<file path="config.mk">
export PLATFORM = sky130hd
export DESIGN_NAME = bit_serializer_flat
export DESIGN_NICKNAME = d
export VERILOG_FILES = /design/src/rtl/bit_serializer_if.sv /design/src/rtl/bit_serializer.sv /design/src/flat_wrapper.sv
export SDC_FILE = /design/constraint.sdc
export NUM_CORES = 1
export LEC_CHECK = 0
export BUFFER_PORTS_ARGS = -buffer_cell sky130_fd_sc_hd__buf_4
export CELL_PAD_IN_SITES_DETAIL_PLACEMENT = 1
export CELL_PAD_IN_SITES_GLOBAL_PLACEMENT = 1
export CORE_ASPECT_RATIO = 0.75
export CORE_MARGIN = 2
export CORE_UTILIZATION = 39
export CTS_CLUSTER_SIZE = 30
export DETAILED_ROUTE_END_ITERATION = 8
export HOLD_SLACK_MARGIN = 0.06
export PLACE_DENSITY_LB_ADDON = 0.1
export SLEW_MARGIN = 40
export SYNTH_ARGS = -nofsm -noshare
export SYNTH_HDL_FRONTEND = slang
export SYNTH_SLANG_ARGS = --single-unit
</file>
<file path="constraint.sdc">
create_clock -name clk -period 1.9 [get_ports clk]
set_clock_uncertainty 0.2 [all_clocks]
set_input_delay 0.19 -clock clk [delete_from_list [all_inputs] [get_ports clk]]
set_output_delay 0.19 -clock clk [all_outputs]
set_load 0.05 [all_outputs]
</file>
<file path="src/rtl/bit_serializer_if.sv">
// ============================================================================
// bit_serializer_if
// Word handshake and serial output bundle for bit_serializer.
// Rev 1.0 - initial release
// ============================================================================
`default_nettype none

interface bit_serializer_if #(
  parameter int WIDTH = 8
);
  logic [WIDTH-1:0] load_data;
  logic             load_valid;
  logic             load_ready;
  logic             data_out;
  logic             bit_valid;
  logic             busy;
  logic             frame_done;

  // Producer side: supplies words, observes the serial stream.
  modport master (
    output load_data,
    output load_valid,
    input  load_ready,
    input  data_out,
    input  bit_valid,
    input  busy,
    input  frame_done
  );

  // Serializer side.
  modport slave (
    input  load_data,
    input  load_valid,
    output load_ready,
    output data_out,
    output bit_valid,
    output busy,
    output frame_done
  );
endinterface

`default_nettype wire

</file>
<file path="src/rtl/bit_serializer.sv">
// ============================================================================
// bit_serializer
// Parallel-to-serial stage: accepts WIDTH-bit words over valid/ready and
// shifts them out one bit per clock, back-to-back with no idle gap.
// Rev 1.0 - initial release
// ============================================================================
`default_nettype none

module bit_serializer #(
  parameter int WIDTH      = 8,
  parameter bit MSB_FIRST  = 1'b1,
  parameter bit IDLE_LEVEL = 1'b0
) (
  input  logic                 clk,
  input  logic                 reset,
  bit_serializer_if.slave      bus
);

  localparam int             CW   = (WIDTH > 1) ? $clog2(WIDTH) : 1;
  localparam logic [CW-1:0]  LAST = CW'(WIDTH - 1);

  typedef enum logic [1:0] {
    S_IDLE  = 2'd0,
    S_SHIFT = 2'd1
  } state_t;

  state_t           state_q, state_d;
  logic [CW-1:0]    cnt_q, cnt_d;
  logic [WIDTH-1:0] sreg_q, sreg_d;
  logic             dout_q, dout_d;
  logic             bv_q, bv_d;
  logic             busy_q, busy_d;
  logic             fd_q, fd_d;

  logic             w_ready;
  logic             w_xfer;
  logic             w_first_bit;
  logic [WIDTH-1:0] w_load_rest;
  logic             w_next_bit;
  logic [WIDTH-1:0] w_shift_rest;

  // Ready depends only on state and counter so the producer never sees a
  // combinational path from its own valid.
  assign w_ready = (state_q == S_IDLE) ||
                   ((state_q == S_SHIFT) && (cnt_q == LAST));
  assign w_xfer  = bus.load_valid && w_ready;

  // The first bit leaves straight from load_data; the remainder is parked
  // pre-shifted so the next bit is always at the same end of sreg_q.
  assign w_first_bit  = MSB_FIRST ? bus.load_data[WIDTH-1] : bus.load_data[0];
  assign w_load_rest  = MSB_FIRST ? (bus.load_data << 1) : (bus.load_data >> 1);
  assign w_next_bit   = MSB_FIRST ? sreg_q[WIDTH-1] : sreg_q[0];
  assign w_shift_rest = MSB_FIRST ? (sreg_q << 1) : (sreg_q >> 1);

  // Next-state and next-output logic; a transfer always starts a fresh word.
  always_comb begin
    state_d = state_q;
    cnt_d   = cnt_q;
    sreg_d  = sreg_q;
    dout_d  = IDLE_LEVEL;
    bv_d    = 1'b0;
    busy_d  = 1'b0;
    fd_d    = 1'b0;

    if (w_xfer) begin
      state_d = S_SHIFT;
      cnt_d   = '0;
      sreg_d  = w_load_rest;
      dout_d  = w_first_bit;
      bv_d    = 1'b1;
      busy_d  = 1'b1;
    end else begin
      case (state_q)
        S_IDLE: begin
          state_d = S_IDLE;
        end
        S_SHIFT: begin
          if (cnt_q == LAST) begin
            state_d = S_IDLE;
            cnt_d   = '0;
            sreg_d  = '0;
          end else begin
            cnt_d  = cnt_q + 1'b1;
            sreg_d = w_shift_rest;
            dout_d = w_next_bit;
            bv_d   = 1'b1;
            busy_d = 1'b1;
            fd_d   = (cnt_d == LAST);
          end
        end
        default: begin
          state_d = S_IDLE;
          cnt_d   = '0;
          sreg_d  = '0;
        end
      endcase
    end
  end

  // State and registered outputs; reset discards any partial word.
  always_ff @(posedge clk or posedge reset) begin
    if (reset) begin
      state_q <= S_IDLE;
      cnt_q   <= '0;
      sreg_q  <= '0;
      dout_q  <= IDLE_LEVEL;
      bv_q    <= 1'b0;
      busy_q  <= 1'b0;
      fd_q    <= 1'b0;
    end else begin
      state_q <= state_d;
      cnt_q   <= cnt_d;
      sreg_q  <= sreg_d;
      dout_q  <= dout_d;
      bv_q    <= bv_d;
      busy_q  <= busy_d;
      fd_q    <= fd_d;
    end
  end

  assign bus.load_ready = w_ready;
  assign bus.data_out   = dout_q;
  assign bus.bit_valid  = bv_q;
  assign bus.busy       = busy_q;
  assign bus.frame_done = fd_q;

endmodule

`default_nettype wire

</file>
<file path="src/flat_wrapper.sv">
// flat-port wrapper written by rule: the top's interface ports become plain ports
module bit_serializer_flat 
#(
  parameter int WIDTH      = 8,
  parameter bit MSB_FIRST  = 1'b1,
  parameter bit IDLE_LEVEL = 1'b0
)
  (clk, reset, bus_load_data, bus_load_valid, bus_load_ready, bus_data_out, bus_bit_valid, bus_busy, bus_frame_done);
  bit_serializer_if #(.WIDTH(WIDTH)) bus_i ();
  input  logic clk;
  input  logic reset;
  input wire logic [$bits(bus_i.load_data)-1:0] bus_load_data;
  input wire logic [$bits(bus_i.load_valid)-1:0] bus_load_valid;
  output wire logic [$bits(bus_i.load_ready)-1:0] bus_load_ready;
  output wire logic [$bits(bus_i.data_out)-1:0] bus_data_out;
  output wire logic [$bits(bus_i.bit_valid)-1:0] bus_bit_valid;
  output wire logic [$bits(bus_i.busy)-1:0] bus_busy;
  output wire logic [$bits(bus_i.frame_done)-1:0] bus_frame_done;
  assign bus_i.load_data = bus_load_data;
  assign bus_i.load_valid = bus_load_valid;
  assign bus_load_ready = bus_i.load_ready;
  assign bus_data_out = bus_i.data_out;
  assign bus_bit_valid = bus_i.bit_valid;
  assign bus_busy = bus_i.busy;
  assign bus_frame_done = bus_i.frame_done;
  bit_serializer #(.WIDTH(WIDTH), .MSB_FIRST(MSB_FIRST), .IDLE_LEVEL(IDLE_LEVEL)) u_core (.clk(clk), .reset(reset), .bus(bus_i));
endmodule
</file>
Word-level counts from Yosys, hierarchy flattened:

Cells that the tools add are included.

* word-level logic and storage cells: 34
* bits in registers: 16
* bits of input ports: 11
* output and inout port bits: 5

* muxes and demuxes: 18
* reductions and logical operators: 4
* add/subtract/negate cells: 1
* equal/unequal tests: 5

Operators with widths (number)
* 8-bit 2-to-1 mux: 2
* 8-bit case mux with 2 select lines: 1
* 1-bit 2-to-1 mux: 9
* 3-bit equality test, second input constant: 2
* 2-bit 2-to-1 mux: 3
* 3-bit 2-to-1 mux: 2
* 3-bit case mux with 2 select lines: 1
* 3-bit by 1-bit adder with 3-bit output, second input constant: 1
* 3-bit by 2-bit inequality test with 1-bit output, second input constant: 1
* 2-bit by 1-bit equality test with 1-bit output, second input constant: 1
* 1-bit logical AND: 2
* 2-bit logical NOT: 1
* 2-bit by 1-bit inequality test with 1-bit output, second input constant: 1
* 1-bit logical OR: 1

Logic depth before layout (Yosys ltp):

* word-level depth: 5
* gate-level depth with buffers: 6

Least setup slack after synthesis:

No wires, ideal clock.

* kind: register -> register
* start point: register u_core.cnt_q[0]
* end point: register u_core.sreg_q[2]
* required time: 1.610 ns
* arrival time: 1.336 ns
* path buffers: 2
* slack: 0.274 ns
* clock period less this slack: 1.626 ns
* cell stages (with the launch flop): 7
* cell sequence: dfrtp_1 > ha_1 > ha_1 > buf_6 > nand2b_4 > buf_6 > o221ai_1

* word-level cells in the longest chain between the ends: 5
* elaborated cells on any way between the ends: 8

RTL lines
* start: declaration: line bit_serializer.sv:28 `logic [CW-1:0] cnt_q, cnt_d;`
* start signal: assignment: line bit_serializer.sv:112 `cnt_q <= cnt_d;`
* 3-bit equality test (*): line bit_serializer.sv:45 `((state_q == S_SHIFT) && (cnt_q == LAST));`
* 1-bit logical AND (*): line bit_serializer.sv:45
* 1-bit logical OR (*): line bit_serializer.sv:44 `assign w_ready = (state_q == S_IDLE) ||`
* named net bus_load_ready: line flat_wrapper.sv:14 `output wire logic [$bits(bus_i.load_ready)-1:0] bus_load_ready;`
* 1-bit logical AND (*): line bit_serializer.sv:46 `assign w_xfer = bus.load_valid && w_ready;`
* 2-bit by 1-bit inequality test with 1-bit output (no source line) / 8-bit 2-to-1 mux (equally long branches)
* end signal: assignment: line bit_serializer.sv:113 `sreg_q <= sreg_d;`
* end: declaration: line bit_serializer.sv:29 `logic [WIDTH-1:0] sreg_q, sreg_d;`

The timed path passes the listed nets; every way through them passes the cells marked *.
A chain may end at the register's enable or synchronous reset.

Final worst setup path:

* start point: register u_core.cnt_q[0]
* end point: output bus_load_ready

* word-level cells in the longest chain between the ends: 3

RTL lines (line)
* 3-bit equality test: bit_serializer.sv:45
* 1-bit logical AND: bit_serializer.sv:45
* 1-bit logical OR: bit_serializer.sv:44
* end: declaration: flat_wrapper.sv:14

No other way between the ends.

==> flow_summary.json <==
{
  "synth.most_common_cell": "sky130_fd_sc_hd__dfrtp_1",
  "die_y_um": 41.23,
  "drt_iter0_drc": 5,
  "insertion_delay_to_the_later_sink_of_the_worst_skew_pair_ps": 280,
  "i_o_pin_total": 16,
  "post-layout-total-power_w": 0.001332,
  "worstRegToRegCells": 5,
  "share_clk_of_total_power_pct": 12.5,
  "fin_tns_setup_ps": 0,
  "crit-reg2reg-launch": "u_core.cnt_q[0]",
  "synth_area_sq_um": 720.7,
  "port_buffers": 15,
  "cts-buffers-inserted": 3,
  "route.met3.wl_um": 80,
  "area_growth_from_synthesis_to_layout_pct": 34.90,
  "synth.top_cells.by_count": "14 x sky130_fd_sc_hd__dfrtp_1, 9 x sky130_fd_sc_hd__inv_1, 8 x sky130_fd_sc_hd__mux2i_1, 7 x sky130_fd_sc_hd__nand3_1, 6 x sky130_fd_sc_hd__o221ai_1",
  "cts.clk_slew.worst_paths_ps": 80,
  "cts_root_buf": "sky130_fd_sc_hd__clkbuf_4",
  "setup.reg_to_reg.worst_slack_ps": 250,
  "synth_compound_gate_area_share_pct": 11.28,
  "routed_wirelength_mm": 1.654,
  "hpwl_mm": 1.026,
  "internal_power_w": 0.0007978,
  "drv_cap": 0,
  "synth_xor_area_share_pct": 0,
  "synth_largest_type_area_fraction_pct": 48.61,
  "design.final.nets": 108,
  "fillers": 201,
  "routed.top_layer": "met4",
  "placed_area_sq_um": 822.0,
  "cts_tree": "yes",
  "clock_sink_count": 14,
  "drt-met1-wl_um": 749,
  "hold_class": "in -> reg",
  "drcViolationCount": 0,
  "seq_area_frac_synth_pct": 48.61,
  "worstPathMaxFanout": 9,
  "synth_top_area_cell": "sky130_fd_sc_hd__dfrtp_1",
  "min_period_over_period_pct": 97.16,
  "adder_cell_share_of_the_synthesized_area_pct": 5.208,
  "dieArea_sq_um": 2211,
  "syn-instance-count": 66,
  "combinationalPowerShare_pct": 50.2,
  "maxSlewViolCount": 0,
  "synth.lib_cells_used.distinct": 19,
  "hold_path_startpoint": "bus_load_valid",
  "routabilityCongestion": 0.7158,
  "num_vias": 595,
  "layout-drive-gt1-share_pct": 27.17,
  "std_cell_rows": 13,
  "swShare_pct": 40.11,
  "mux_cell_area_share_after_synthesis_pct": 12.67,
  "seqCellArea_sq_um": 350.3,
  "worstHoldPathCells": 2,
  "grt_util_all_layers_pct": 17.87,
  "maximum_number_of_pins_on_one_net_before_global_route_repair": 21,
  "whs_endpoint": "u_core.bus.busy",
  "final_util_pct": 55.86,
  "worst-setup-path-type": "reg -> out",
  "report.final.setup_viol": 0,
  "post-route-min-period_ps": 1846,
  "ys_top_cells_by_area": "sky130_fd_sc_hd__dfrtp_1 49%, sky130_fd_sc_hd__mux2i_1 11%, sky130_fd_sc_hd__o221ai_1 7.3%, sky130_fd_sc_hd__ha_1 5.2%, sky130_fd_sc_hd__nand3_1 4.9%",
  "powerDensity_nw_per_um2": 1370,
  "cp_required_ps": 1510,
  "drt.antenna.violating_nets": 0,
  "netSwitchingPower_w": 0.0005343,
  "synth_enable_flop_cells": 0,
  "syn-mean-instance-area_sq_um": 10.92,
  "power.leakage_nw": 0.4696,
  "cp_data_arrival_time_ps": 1460,
  "worst_ir_drop_vdd_mv": 0.7402,
  "via_per_inst": 5.219,
  "finish.instance_area_sq_um": 972.2,
  "report.final.hold_viol_count": 0,
  "synth_top_family_by_area": "multiplexers",
  "seqPwrFrac_pct": 37.3,
  "start_util_pct": 41.41,
  "worst_slew_margin_rel_pct": 63.38,
  "cts-htree-levels": 1,
  "grt_first_pass_wirelength_mm": 2.594,
  "detail_route.first_pass.iterations": 4,
  "run_status": "complete, no violations",
  "yosysWarnings": 0,
  "end_kind": "primary output",
  "startpoint_type": "register",
  "ys_ff_latch": 14,
  "fmaxAchievable_mhz": 541.7,
  "via_count_of_the_first_global_routing_pass": 560,
  "mapped_nets": 80,
  "async_reset_ff_share_pct": 100.0,
  "die_w_um": 53.64,
  "core_area_sq_um": 1740,
  "post_synth_and_or_nand_nor_area_fraction_pct": 11.11,
  "synth_ff_type": "sky130_fd_sc_hd__dfrtp_1",
  "avgRoutedWirePerCell_um": 14.51,
  "gr-total-overflow": 0,
  "antennaDiodeCount": 0,
  "total_area_of_multi_input_combinational_cells_sq_um": 290.3,
  "route.met2.wl_um": 813,
  "tightest_slew_ps": 548.7,
  "max-clock-path-buffers": 2,
  "number_of_antenna_violations_at_the_first_check_in_global_routing": 0,
  "regToRegEndpoint": "u_core.sreg_q[4]"
}
[worst max path at each step]
stage,start,endpoint,slack (ps)
finish,u_core.cnt_q[0],bus_load_ready,50
global route,u_core.cnt_q[0],bus_load_ready,-10
floorplan,u_core.cnt_q[0],u_core.sreg_q[2],270
global placement,u_core.cnt_q[0],bus_load_ready,310
CTS,u_core.cnt_q[0],bus_load_ready,10
detailed placement,u_core.cnt_q[0],bus_load_ready,300
[stage by stage]
stage | hold WS [ps] | worst slack, ps | instances
2_1_floorplan | -120.8 | 273.7 | 66
3_3_place_gp | 79.28 | 313.3 | 98
3_5_place_dp | 74.16 | 301.0 | 98
4_1_cts | 85.17 | 12.42 | 110
5_1_grt | 114.0 | -10.42 | 114
6_report | 103.8 | 53.92 | 114
[state kept, by name, summed over array words and instances, names as in the netlist]
name / cells
u_core.sreg_q: 7
u_core.cnt_q: 3
u_core.bus.busy: 1
u_core.bus.data_out: 1
u_core.bus.frame_done: 1
u_core.state_q: 1
[what timing repair did]
item	in CTS	in global routing
buffers inserted	0	4
setup endpoints to repair	1	1
gates cloned	0	0
gates resized for setup	1	1
hold buffers	9	0
endpoints found under the hold margin	22	0
[final cells by class]
| class | count | share of cell area (%) |
|---|---|---|
| clock buffers | 3 | 2.317 |
| inverters | 9 | 3.475 |
| multi-input cells | 37 | 29.86 |
| flip-flops and latches | 14 | 36.04 |
| well taps | 22 | 2.831 |
| repair buffers | 29 | 25.48 |
[power groups by stage]
stage / combinational, W / clock, W / sequential [W]
2_1_floorplan: 0.000403 / 0 / 0.000547
3_3_place_gp: 0.000564 / 0 / 0.000500
3_5_place_dp: 0.000567 / 0 / 0.000504
4_1_cts: 0.000595 / 0.000176 / 0.000498
5_1_grt: 0.000731 / 0.000188 / 0.000512
6_report: 0.000669 / 0.000166 / 0.000497
[worst max-delay path, stage by stage (launching register included)]
cell,delay [ps]
sky130_fd_sc_hd__dfrtp_1,400
sky130_fd_sc_hd__ha_1,200
sky130_fd_sc_hd__ha_1,190
sky130_fd_sc_hd__nand2b_4,190
sky130_fd_sc_hd__buf_8,180
[placed cells by master, fill, tap and decap left out]
| cell | count |
|---|---|
| sky130_fd_sc_hd__a22o_1 | 1 |
| sky130_fd_sc_hd__mux2i_1 | 8 |
| sky130_fd_sc_hd__nand3_1 | 7 |
| sky130_fd_sc_hd__ha_1 | 3 |
| sky130_fd_sc_hd__a21oi_1 | 1 |
| sky130_fd_sc_hd__dlygate4sd3_1 | 9 |
| sky130_fd_sc_hd__buf_4 | 19 |
| sky130_fd_sc_hd__a32o_1 | 1 |
| sky130_fd_sc_hd__nor2_1 | 2 |
| sky130_fd_sc_hd__mux2_2 | 1 |
| sky130_fd_sc_hd__o21ai_0 | 1 |
| sky130_fd_sc_hd__buf_8 | 1 |
| sky130_fd_sc_hd__nand2b_1 | 2 |
| sky130_fd_sc_hd__nand2_1 | 3 |
| sky130_fd_sc_hd__o221ai_1 | 6 |
| sky130_fd_sc_hd__clkbuf_4 | 3 |
| sky130_fd_sc_hd__nand2b_4 | 1 |
| sky130_fd_sc_hd__inv_1 | 9 |
| sky130_fd_sc_hd__dfrtp_1 | 14 |
[cell families (layout without fill, tap and decap cells)]
logic type,count (synthesis),after routing
AO/OA/AOI/OAI,10,10
adder cells (fa/ha/maj),3,3
buffers and inverters,15,41
flip-flops,14,14
multiplexers,9,9
AND/OR/NAND/NOR,15,15
[routing by layer]
| metal | vias to the layer above | track usage [%] |
|---|---|---|
| met5 | - | 0 |
| met4 | 0 | 3.846 |
| met3 | 2 | 7.664 |
| met1 | 295 | 20.80 |
| li1 | 284 | - |
| met2 | 14 | 31.17 |
Power figures use the tool's default switching activity.
